[src/rtl/apb_arb2.sv]
// Two-master, one-slave APB arbiter: round-robin grant held for a whole transfer,
// with a per-transfer watchdog that aborts a silent slave with pslverr.
module apb_arb2 #(
   parameter int P_ADDR_W = 32,
   parameter int P_DATA_W = 32,
   parameter int P_STRB_W = 4,
   parameter int TIMEOUT  = 1024,
   parameter int CNT_W    = 16
) (
   input  logic                clk,
   input  logic                reset,
   input  logic                m0_psel,
   input  logic                m0_penable,
   input  logic                m0_pwrite,
   input  logic [P_ADDR_W-1:0] m0_paddr,
   input  logic [P_DATA_W-1:0] m0_pwdata,
   input  logic [P_STRB_W-1:0] m0_pstrb,
   output logic                m0_pready,
   output logic [P_DATA_W-1:0] m0_prdata,
   output logic                m0_pslverr,
   input  logic                m1_psel,
   input  logic                m1_penable,
   input  logic                m1_pwrite,
   input  logic [P_ADDR_W-1:0] m1_paddr,
   input  logic [P_DATA_W-1:0] m1_pwdata,
   input  logic [P_STRB_W-1:0] m1_pstrb,
   output logic                m1_pready,
   output logic [P_DATA_W-1:0] m1_prdata,
   output logic                m1_pslverr,
   output logic                s_psel,
   output logic                s_penable,
   output logic                s_pwrite,
   output logic [P_ADDR_W-1:0] s_paddr,
   output logic [P_DATA_W-1:0] s_pwdata,
   output logic [P_STRB_W-1:0] s_pstrb,
   input  logic                s_pready,
   input  logic [P_DATA_W-1:0] s_prdata,
   input  logic                s_pslverr,
   output logic                timeout_evt
);

   localparam logic [1:0] IDLE   = 2'd0;
   localparam logic [1:0] SETUP  = 2'd1;
   localparam logic [1:0] ACCESS = 2'd2;
   localparam logic [1:0] RESP   = 2'd3;

   localparam bit               WDOG_EN   = (TIMEOUT != 0);
   localparam logic [CNT_W-1:0] CNT_LIMIT = CNT_W'(TIMEOUT - 1);
   localparam logic [CNT_W-1:0] CNT_MAX   = {CNT_W{1'b1}};
   localparam logic [CNT_W-1:0] CNT_ONE   = CNT_W'(1);

   logic [1:0]       state_r;
   logic             rr_last_r;
   logic             grant_r;
   logic [CNT_W-1:0] cnt_r;
   logic             req_s;
   logic             grant_s;
   logic             timeout_hit_s;
   logic             unused_penable_s;

   // penable is part of the master handshake but the grant only looks at psel
   assign unused_penable_s = m0_penable ^ m1_penable;

   // Round-robin pick and watchdog limit detection
   always_comb begin
      req_s         = m0_psel | m1_psel;
      grant_s       = 1'b0;
      timeout_hit_s = 1'b0;
      if (m0_psel && m1_psel) begin
         grant_s = ~rr_last_r;
      end else begin
         grant_s = m1_psel;
      end
      if (WDOG_EN && (cnt_r == CNT_LIMIT)) begin
         timeout_hit_s = 1'b1;
      end else begin
         timeout_hit_s = 1'b0;
      end
   end

   // Transfer FSM; every output is a register updated on the state transitions
   always_ff @(posedge clk) begin
      if (reset) begin
         state_r     <= IDLE;
         rr_last_r   <= 1'b1;
         grant_r     <= 1'b0;
         cnt_r       <= '0;
         s_psel      <= 1'b0;
         s_penable   <= 1'b0;
         s_pwrite    <= 1'b0;
         s_paddr     <= '0;
         s_pwdata    <= '0;
         s_pstrb     <= '0;
         m0_pready   <= 1'b0;
         m0_prdata   <= '0;
         m0_pslverr  <= 1'b0;
         m1_pready   <= 1'b0;
         m1_prdata   <= '0;
         m1_pslverr  <= 1'b0;
         timeout_evt <= 1'b0;
      end else begin
         m0_pready   <= 1'b0;
         m0_pslverr  <= 1'b0;
         m1_pready   <= 1'b0;
         m1_pslverr  <= 1'b0;
         timeout_evt <= 1'b0;
         case (state_r)
            IDLE: begin
               if (req_s) begin
                  grant_r   <= grant_s;
                  rr_last_r <= grant_s;
                  s_pwrite  <= grant_s ? m1_pwrite : m0_pwrite;
                  s_paddr   <= grant_s ? m1_paddr  : m0_paddr;
                  s_pwdata  <= grant_s ? m1_pwdata : m0_pwdata;
                  s_pstrb   <= grant_s ? m1_pstrb  : m0_pstrb;
                  s_psel    <= 1'b1;
                  s_penable <= 1'b0;
                  state_r   <= SETUP;
               end else begin
                  state_r <= IDLE;
               end
            end
            SETUP: begin
               s_penable <= 1'b1;
               cnt_r     <= '0;
               state_r   <= ACCESS;
            end
            ACCESS: begin
               if (cnt_r != CNT_MAX) begin
                  cnt_r <= cnt_r + CNT_ONE;
               end
               // a slave answering on the limit cycle wins over the abort
               if (s_pready || timeout_hit_s) begin
                  s_psel      <= 1'b0;
                  s_penable   <= 1'b0;
                  timeout_evt <= ~s_pready;
                  state_r     <= RESP;
                  if (grant_r) begin
                     m1_pready  <= 1'b1;
                     m1_prdata  <= s_pready ? s_prdata : '0;
                     m1_pslverr <= s_pready ? s_pslverr : 1'b1;
                  end else begin
                     m0_pready  <= 1'b1;
                     m0_prdata  <= s_pready ? s_prdata : '0;
                     m0_pslverr <= s_pready ? s_pslverr : 1'b1;
                  end
               end
            end
            RESP: begin
               state_r <= IDLE;
            end
            default: begin
               s_psel    <= 1'b0;
               s_penable <= 1'b0;
               state_r   <= IDLE;
            end
         endcase
      end
   end

endmodule

[config.mk]
export PLATFORM = sky130hd
export DESIGN_NAME = apb_arb2
export DESIGN_NICKNAME = d
export VERILOG_FILES = /design/src/rtl/apb_arb2.sv
export SDC_FILE = /design/constraint.sdc
export NUM_CORES = 1
export LEC_CHECK = 0
export BUFFER_PORTS_ARGS = -buffer_cell sky130_fd_sc_hd__buf_2
export CORE_MARGIN = 3
export CORE_UTILIZATION = 50
export DETAILED_ROUTE_END_ITERATION = 8
export PLACE_DENSITY = 0.88
export REMOVE_ABC_BUFFERS = 1
export SYNTH_ARGS = -nofsm -noshare
export SYNTH_HDL_FRONTEND = slang
export SYNTH_SLANG_ARGS = --single-unit
[constraint.sdc]
create_clock -name clk -period 3.7 [get_ports clk]
set_input_delay 0.185 -clock clk [delete_from_list [all_inputs] [get_ports clk]]
set_output_delay 0.185 -clock clk [all_outputs]
set_load 0.005 [all_outputs]
==> results by group, run 1 <==
Synth
  – Post-Synthesis Cells: 730
  – Avg Cell Area, Syn: 9.50 um^2
  – Post-synth ARST share: 0%
  – Most frequent cell after synthesis: dfxtp_1
  – Synth top area cells: dfxtp_1, mux2i_1, a211oi_1, nand2_1, nor2_1
  – Synth Warn #: 0
  – Sequential share of the synthesized area: between 40% and 50%
  – Cell area after synthesis: 6940 um^2
  – Distinct cells, synth: about 60
  – Commonest cells in the netlist: dfxtp_1, mux2i_1, nand2_1
  – Post-synthesis register bit count: 160
  – Synth area leader: dfxtp_1
  – Number of synthesized flops with an enable pin: 0
  – Area share of the largest cell type after synthesis: 46.2%
  – Top FF cell, synth: dfxtp_1

Clocking
  – H-tree levels: 4
  – Clk sinks: 160
  – # hold bufs at CTS: 0
  – Root buffer cell: clkbuf_16
  – CTS tree: done
  – CTS clk-pin slew, worst paths: 0.06 ns
  – CTS Buffer Depth: 2
  – Post-CTS Setup Inserts: 0
  – Post-CTS sizing: 0
  – Cts bufs inserted: 17
  – Worst skew pair latency: between 0.4 and 0.5 ns

Detailed routing
  – Routed vias/inst: 5.47
  – Total length of routed wires: approximately 21 mm
  – # DRC: 0
  – Post-detailed-route wirelength per cell: 17.1 um
  – DR iter-0 viols: roughly 360
  – Vias: roughly 6600
  – First-pass DRT Iterations: 5
  – Post-route antenna net violation count: 0

STA
  – Skew final: 0.00913 ns
  – Final worst-path setup slack: 1.25 ns
  – Slew Limit Headroom: 39.0%
  – Fmax: 408 MHz
  – Actual slew at the worst max-slew pin: 0.912 ns
  – Slew Limit Fails: 0
  – Fin crit share: between 60% and 70%
  – Tmin final: between 2 and 2.5 ns
  – Min Hold Slack: 0.0313 ns
  – Final Hold Vio Count: 0
  – RSZ-0062 raised after global routing: no
  – Final setup viols: 0

Outcome
  – Outcome: complete, no violations

Final layout
  – Area growth from synthesis to layout: 32.4%
  – Final net count: between 1000 and 1500
  – Share of post-route cells with drive strength above 1: 36.1%
  – Number of fill cells: about 1000

Floorplan
  – Core Region: 13400 um^2
  – Die Width: 124 um
  – Chip height: 124 um
  – Site row count: 42
  – Initial core utilization: 51.8%
  – I/O pins: about 320
  – Die area: 15300 um^2

GRT
  – Largest net degree at the start of global routing: 74
  – Vias in the first global route: 5963
  – Grt met1 use: approximately 29%
  – Initial antenna violation count: 5
  – Total GRT Usage: 25.4%
  – Global route overflow: 0
  – M3 GR Usage: under 10%
  – GR peak layer: met2
  – Met2 global-route usage: 43.1%
  – First-pass GRT wire length: 30.3 mm

Place
  – DPL Wire Length: 15.5 mm
  – DP Worst Slack: 1.31 ns
  – Gpl congestion: a little under 0.9
  – PortBufs: 315

Run
  – Number of max-cap violations: 0

Worst setup path
  – Worst path arrival time: between 2 and 3 ns
  – Crit Path Class: reg2reg
  – Worst EP required: about 4.0 ns
  – FF-to-FF path depth: 7
  – Type of origin of the critical path: register
  – Crit end category: register
  – CP Max Fanout: 34

Pwr
  – Leak: 4.60 nW
  – Worst VDD drop: 0.000284 V
  – Power Density: 595 nW/um^2

Worst hold path
  – Hold path depth: 3
  – Tightest Hold Check Type: in2reg
[cell type report]
class / count / area [um^2] / share of cell area (%)
diodes: 2 / 5.00 / 0.0545
clock buffers: 18 / 429 / 4.67
clock inverters: 14 / 180 / 1.96
inverters: 10 / 37.5 / 0.409
multi-input cells: 498 / 3430 / 37.3
flip-flops and latches: 160 / 3200 / 34.9
well taps: 176 / 220 / 2.40
repair buffers: 329 / 1680 / 18.3
[stage by stage]
stage	area (um^2)	total power [mW]	TNS (ns)	utilization, %	cells
after floorplan	6650	3.15	-334.76	-	668
after global placement	8570	3.64	0	64.0	1173
after global routing	9190	5.74	0	68.5	1207
after detailed placement	8570	3.69	0	64.0	1173
final	9190	5.47	0	68.5	1207
after CTS	9180	5.50	0	68.5	1205
[critical path, cell delays in order (launching register included)]
cell     delay (ns)
dfxtp_1        0.39
ha_1           0.20
nand3_2        0.15
nor3_2         0.66
buf_4          0.28
a22oi_2        0.06
buf_4          0.33
mux2i_1        0.20
[worst paths after layout]
check	to	slack [ns]	startpoint
max	m0_prdata[9]	1.25	cnt_r[0]
min	m1_pslverr	0.03	s_pslverr
max reg2reg	m0_prdata[9]	1.25	cnt_r[0]
min reg2reg	m1_prdata[14]	0.46	m1_prdata[14]
[power breakdown]
| part | leakage [nW] | total [mW] | switching (mW) | internal (mW) |
|---|---|---|---|---|
| logic | 3.01 | 1.49 | 0.869 | 0.625 |
| registers | 1.31 | 2.17 | 0.150 | 2.02 |
| clock network | 0.281 | 1.81 | 0.736 | 1.07 |
[sequential cells by signal (all words and copies together), names as in the netlist]
register     cells
rr_last_r        1
m1_pready        1
s_pwdata        32
m1_pslverr       1
cnt_r           16
s_pwrite         1
s_psel           1
s_paddr         32
m0_pready        1
m0_pslverr       1
m0_prdata       32
s_pstrb          4
m1_prdata       32
timeout_evt      1
grant_r          1
state_r          2
s_penable        1
[routing by layer]
| metal | wire length [um] | vias up |
|---|---|---|
| li1 | - | 3187 |
| met4 | 838 | 6 |
| met1 | 7690 | 3032 |
| met3 | 1840 | 57 |
| met2 | 10200 | 317 |
| met5 | 54 | - |
[cells in the final DEF (no fill, tap or decap), drive strengths merged, types with 6 or more instances in the layout]
master / synthesis / final
buf: 23 / 329
dfxtp: 160 / 160
mux2i: 137 / 137
nand2: 84 / 84
nor2: 78 / 78
a211oi: 72 / 72
nand3: 37 / 37
clkbuf: 39 / 18
inv: 10 / 15
o21ai: 7 / 7
and3: 6 / 6
a21oi: 6 / 6
nor3: 6 / 6
[logic make-up after synthesis]
| logic type | Yosys count | share of synthesized area, % |
|---|---|---|
| buffers and inverters | 72 | 4.74 |
| multiplexers | 137 | 19.8 |
| adder cells (fa/ha/maj) | 5 | 0.902 |
| AND/OR/NAND/NOR | 236 | 15.2 |
| flip-flops | 160 | 46.2 |
| AO/OA/AOI/OAI | 120 | 13.2 |
Power figures use the tool's default switching activity.
==> inputs of run 2 (changes only) <==
--- a/config.mk
+++ b/config.mk
@@ -7,9 +7,9 @@
 export LEC_CHECK = 0
 export BUFFER_PORTS_ARGS = -buffer_cell sky130_fd_sc_hd__buf_2
 export CORE_MARGIN = 3
-export CORE_UTILIZATION = 50
+export CORE_UTILIZATION = 43
 export DETAILED_ROUTE_END_ITERATION = 8
-export PLACE_DENSITY = 0.88
+export PLACE_DENSITY = 0.8
 export REMOVE_ABC_BUFFERS = 1
 export SYNTH_ARGS = -nofsm -noshare
 export SYNTH_HDL_FRONTEND = slang
==> constraint.sdc (replaced) <==
create_clock -name clk -period 2.2 [get_ports clk]
set_input_delay 0.11 -clock clk [delete_from_list [all_inputs] [get_ports clk]]
set_output_delay 0.11 -clock clk [all_outputs]
set_load 0.005 [all_outputs]
==> results by group, run 2 (synthesis results as in run 1) <==
Outcome
  – Outcome: complete, no violations

Place
  – Area post-placement: 8780 um^2
  – Gpl congestion: 0.836
  – Placed Instances: 1217
  – PortBufs: 315
  – DPL Wire Length: 14.9 mm

Pwr
  – Power Density: 968 nW/um^2
  – Leak: 4.80 nW
  – Clock power share: 32.2%
  – P_sw: just over 3 mW
  – Switching share of power: about 32%
  – Logic pwr share: about 29%
  – Worst VDD drop: 0.000554 V
  – Pint: 6.31 mW
  – Sequential share of power: 38.9%

Final layout
  – Non-filler cells, final: approximately 1300
  – Most common cell after layout, fill and taps aside: buf_2
  – Seq. cell area: ~3200 um^2
  – Finished Cell Area: 9640 um^2
  – Area growth from synthesis to layout: 39.0%
  – Share of post-route cells with drive strength above 1: 35.7%
  – Number of fill cells: 1238
  – Final net count: between 1000 and 1500
  – Commonest non-fill, non-tap cells in the layout: buf_2, dfxtp_1, mux2i_1
  – Multi-input gate area: about 3400 um^2

Worst setup path
  – FF-to-FF Start: cnt_r[0]
  – Crit end category: register
  – Cells along the critical path: ha_1 -> nand3_2 -> or3_1 -> or4_1 -> o311ai_1
  – Worst path arrival time: 2.32 ns
  – Type of origin of the critical path: register
  – CP Max Fanout: 10
  – Worst path max stage delay: 0.54 ns
  – Slowest-stage cell, CP: or3_1
  – CP startpoint: cnt_r[0]
  – Crit Path Class: reg2reg
  – Worst reg-to-reg setup slack: about 0.20 ns
  – Worst EP required: 2.52 ns

Clocking
  – Worst skew pair latency: 0.42 ns
  – Post-CTS sizing: 0
  – Post-CTS Setup Inserts: 0
  – Clk sinks: 160
  – Root buffer cell: clkbuf_16
  – CTS clk-pin slew, worst paths: 0.07 ns
  – CTS tree: done
  – Cts bufs inserted: 17
  – H-tree levels: 4
  – # hold bufs at CTS: 26
  – CTS Buffer Depth: 2

Floorplan
  – Core Region: between 15000 and 20000 um^2
  – Die area: 17700 um^2
  – Initial core utilization: between 40 and 50%
  – Site row count: 45
  – I/O pins: around 320
  – Chip height: 133 um
  – Die Width: 133 um

Detailed routing
  – DR iter-0 viols: about 310
  – Post-detailed-route wirelength per cell: 16.2 um
  – Post-route antenna net violation count: 0
  – # DRC: 0
  – Total length of routed wires: 20.7 mm
  – Routed vias/inst: 5.22
  – Vias: 6656
  – First-pass DRT Iterations: 5

GRT
  – First-pass GRT wire length: 32.7 mm
  – Largest net degree at the start of global routing: 71
  – Vias in the first global route: 6303
  – Global route overflow: 0
  – Total GRT Usage: 22.9%
  – Initial antenna violation count: 1

STA
  – Actual slew at the worst max-slew pin: around 0.75 ns
  – RSZ-0062 raised after global routing: no
  – Fmax: 499 MHz
  – Final setup viols: 0
  – Min Hold Slack: slightly below 0.02 ns
  – Final Hold Vio Count: 0
  – Skew final: 0.00855 ns
  – Tmin final: 2.00 ns
  – Fin crit share: 91.1%
  – Slew Limit Fails: 0
  – Slew Limit Headroom: 50.0%

Run
  – Number of max-cap violations: 0

Worst hold path
  – Hold_sp: m0_paddr[30]
  – Tightest Hold Check Type: in2reg
[run 2: critical path: cells and delay by family, from the launching register on]
| family | cells | cell delay (ns) |
|---|---|---|
| simple gates | 3 | 1.24 |
| compound gates | 1 | 0.08 |
| flops | 1 | 0.38 |
| fa+ha+maj | 1 | 0.21 |
[run 2: area by class of cell]
cell class	instances	area share, %
clock buffers	17	4.41
well taps	211	2.74
repair buffers	364	21.9
clock inverters	14	1.75
multi-input cells	498	35.6
inverters	10	0.389
flip-flops and latches	160	33.2
diodes	1	0.0260
[run 2: metal layers]
metal	vias up	global-route usage, %	wire length [um]
met5	-	0	0
met4	0	8.37	468
li1	3270	-	-
met3	33	6.43	1690
met1	3031	26.6	8050
met2	322	40.1	10500
[run 2: metrics by stage]
step | setup slack, ns | setup TNS (ns) | total power [mW] | util (%)
6_report | 0.197 | 0 | 9.33 | 62.3
5_1_grt | 0.0739 | 0 | 9.84 | 62.2
4_1_cts | 0.202 | 0 | 9.41 | 62.2
3_5_place_dp | 0.207 | 0 | 6.38 | 56.7
3_3_place_gp | 0.251 | 0 | 6.31 | 56.7
2_1_floorplan | -6.18 | -498.54 | 5.37 | -
[run 2: final timing paths]
path,to,cells after the start
max,cnt_r[14],5
min,s_paddr[30],3
min reg2reg,m1_prdata[21],2
max reg2reg,cnt_r[14],5
[run 2: power by group through the flow]
| stage | sequential (mW) | clock, mW | combinational, mW |
|---|---|---|---|
| floorplan | 3.75 | 0 | 1.62 |
| global placement | 3.67 | 0 | 2.64 |
| detailed placement | 3.70 | 0 | 2.69 |
| CTS | 3.63 | 3.05 | 2.72 |
| global route | 3.70 | 3.16 | 2.98 |
| finish | 3.63 | 3.00 | 2.70 |
==> inputs of run 3 (changes only) <==
--- a/config.mk
+++ b/config.mk
@@ -7,9 +7,9 @@
 export LEC_CHECK = 0
 export BUFFER_PORTS_ARGS = -buffer_cell sky130_fd_sc_hd__buf_2
 export CORE_MARGIN = 3
-export CORE_UTILIZATION = 43
+export CORE_UTILIZATION = 51
 export DETAILED_ROUTE_END_ITERATION = 8
-export PLACE_DENSITY = 0.8
+export PLACE_DENSITY = 0.89
 export REMOVE_ABC_BUFFERS = 1
 export SYNTH_ARGS = -nofsm -noshare
 export SYNTH_HDL_FRONTEND = slang
==> constraint.sdc (replaced) <==
create_clock -name clk -period 2.4 [get_ports clk]
set_input_delay 0.12 -clock clk [delete_from_list [all_inputs] [get_ports clk]]
set_output_delay 0.12 -clock clk [all_outputs]
set_load 0.005 [all_outputs]
==> results by group, run 3 (synthesis results as in run 1) <==
Clocking
  – CTS Buffer Depth: 2
  – Worst skew pair latency: about 0.42 ns
  – Post-CTS sizing: 0
  – Cts bufs inserted: 17
  – H-tree levels: 4
  – Root buffer cell: clkbuf_16
  – Clk sinks: 160
  – CTS clk-pin slew, worst paths: 0.06 ns
  – CTS tree: done

STA
  – Actual slew at the worst max-slew pin: 0.568 ns
  – RSZ-0062 raised after global routing: no
  – Final setup viols: 0
  – Tmin final: 2.10 ns
  – Slew Limit Headroom: 61.1%
  – Skew final: 0.00995 ns
  – Slew Limit Fails: 0
  – Final Hold Vio Count: 0
  – Fin crit share: roughly 88%
  – Fmax: between 400 and 500 MHz

Outcome
  – Outcome: complete, no violations

Worst setup path
  – Worst path max stage delay: a little over 0.4 ns
  – CP Max Fanout: 34
  – FF-to-FF Start: state_r[0]
  – Worst EP required: 2.73 ns
  – Worst path arrival time: about 2.4 ns
  – FF-to-FF path depth: 7
  – Crit end category: register
  – Type of origin of the critical path: register
  – CP startpoint: state_r[0]
  – Cells along the critical path: inv_1 -> ha_1 -> nor2b_1 -> and3_1 -> a22oi_2 -> buf_12 -> mux2i_1
  – Slowest-stage cell, CP: ha_1
  – Crit Path Class: reg2reg

Final layout
  – Commonest non-fill, non-tap cells in the layout: buf_2, dfxtp_1, mux2i_1
  – Multi-input gate area: approximately 3400 um^2
  – Share of post-route cells with drive strength above 1: 36.0%
  – Final net count: roughly 1200
  – Most common cell after layout, fill and taps aside: buf_2
  – Area growth from synthesis to layout: 34.9%
  – Seq. cell area: 3200 um^2
  – Number of fill cells: 936
  – Finished Cell Area: 9360 um^2

Pwr
  – Overall Power: 8.41 mW
  – Worst VDD drop: 0.000534 V
  – Leak: between 4 and 5 nW
  – Power Density: 899 nW/um^2

Detailed routing
  – Total length of routed wires: between 20 and 25 mm
  – Routed vias/inst: 5.43
  – DR iter-0 viols: 311
  – Vias: 6613
  – Post-route antenna net violation count: 0
  – Post-detailed-route wirelength per cell: around 17 um
  – First-pass DRT Iterations: 5
  – # DRC: 0

Floorplan
  – Initial core utilization: between 50 and 60%
  – Die area: between 15000 and 20000 um^2
  – Die Width: between 100 and 150 um
  – Core Region: 13000 um^2
  – Site row count: 41
  – Chip height: 123 um
  – I/O pins: 318

GRT
  – First-pass GRT wire length: 31.7 mm
  – Global route overflow: 0
  – Vias in the first global route: 6406
  – Initial antenna violation count: 3
  – Total GRT Usage: 26.9%
  – Largest net degree at the start of global routing: just over 80

Worst hold path
  – Tightest Hold Check Type: in2reg
  – Hold_sp: s_prdata[20]
  – Hold path depth: 3

Place
  – Area post-placement: about 8700 um^2
  – DPL Wire Length: ~15 mm
  – PortBufs: roughly 320
  – Gpl congestion: 0.899

Run
  – Number of max-cap violations: 0
## run 3: cell count changes in the layout (fill, tap and decap cells not counted), sizes merged
cell,delta
diode,+2
clkbuf,+3
clkinv,+4
clkinvlp,+2
inv,-8
dlygate4sd3,-17
buf,-4
## run 3: critical path, delay by kind of cell, from the launching register on
family / cells / cell delay [ns]
simple gates: 2 / 0.45
fa+ha+maj: 1 / 0.41
flops: 1 / 0.38
buf+inv: 2 / 0.36
mux: 1 / 0.26
compound gates: 1 / 0.17
## run 3: path summary, 6_finish.rpt
kind / to / slack, ns
setup / recovery: m0_prdata[22] / 0.30
hold / removal: m0_prdata[20] / 0.02
setup reg to reg: m0_prdata[22] / 0.30
hold reg to reg: m0_prdata[31] / 0.45
## run 3: stage by stage
stage | hold slack (ns) | worst slack, ns | cells | TNS [ns] | utilization (%)
finish | 0.0205 | 0.295 | 1218 | 0 | 72.1
global route | 0.00811 | 0.139 | 1217 | 0 | 72.1
CTS | 0.000680 | 0.297 | 1215 | 0 | 72.1
detailed placement | 0.401 | 0.319 | 1174 | 0 | 66.9
global placement | 0.392 | 0.418 | 1174 | 0 | 66.9
floorplan | 0.192 | -5.98 | 668 | -472.24 | -
## run 3: where the power goes
group | switching (mW) | internal [mW] | total, mW
registers | 0.233 | 3.11 | 3.34
logic | 1.37 | 1.06 | 2.44
clock network | 1.07 | 1.56 | 2.64
## run 3: per-layer routing
metal  vias to the layer above  part of all wire [%]  GRT usage (%)  wire, um
li1                       3227                     -              -         -
met1                      3037                    38           30.0      7840
met2                       294                    51           47.3     10500
met3                        53                   7.3           7.70      1500
met4                         2                   3.8           12.5       791
met5                         -                 0.097              0        20
## run 3: layout make-up
| class | count | area share, % |
|---|---|---|
| timing repair buffer | 343 | 20.1 |
| inverter | 10 | 0.401 |
| clock buffer | 20 | 4.77 |
| antenna | 3 | 0.0802 |
| clock inverter | 12 | 1.46 |
| tap | 172 | 2.30 |
| multi-input combinational | 498 | 36.6 |
| sequential | 160 | 34.2 |
## run 3: repair_timing
| item | 4_1_cts | 5_1_grt |
|---|---|---|
| hold buffers | 9 | 0 |
| endpoints found under the hold margin | 14 | 0 |
| setup buffers | 0 | 0 |
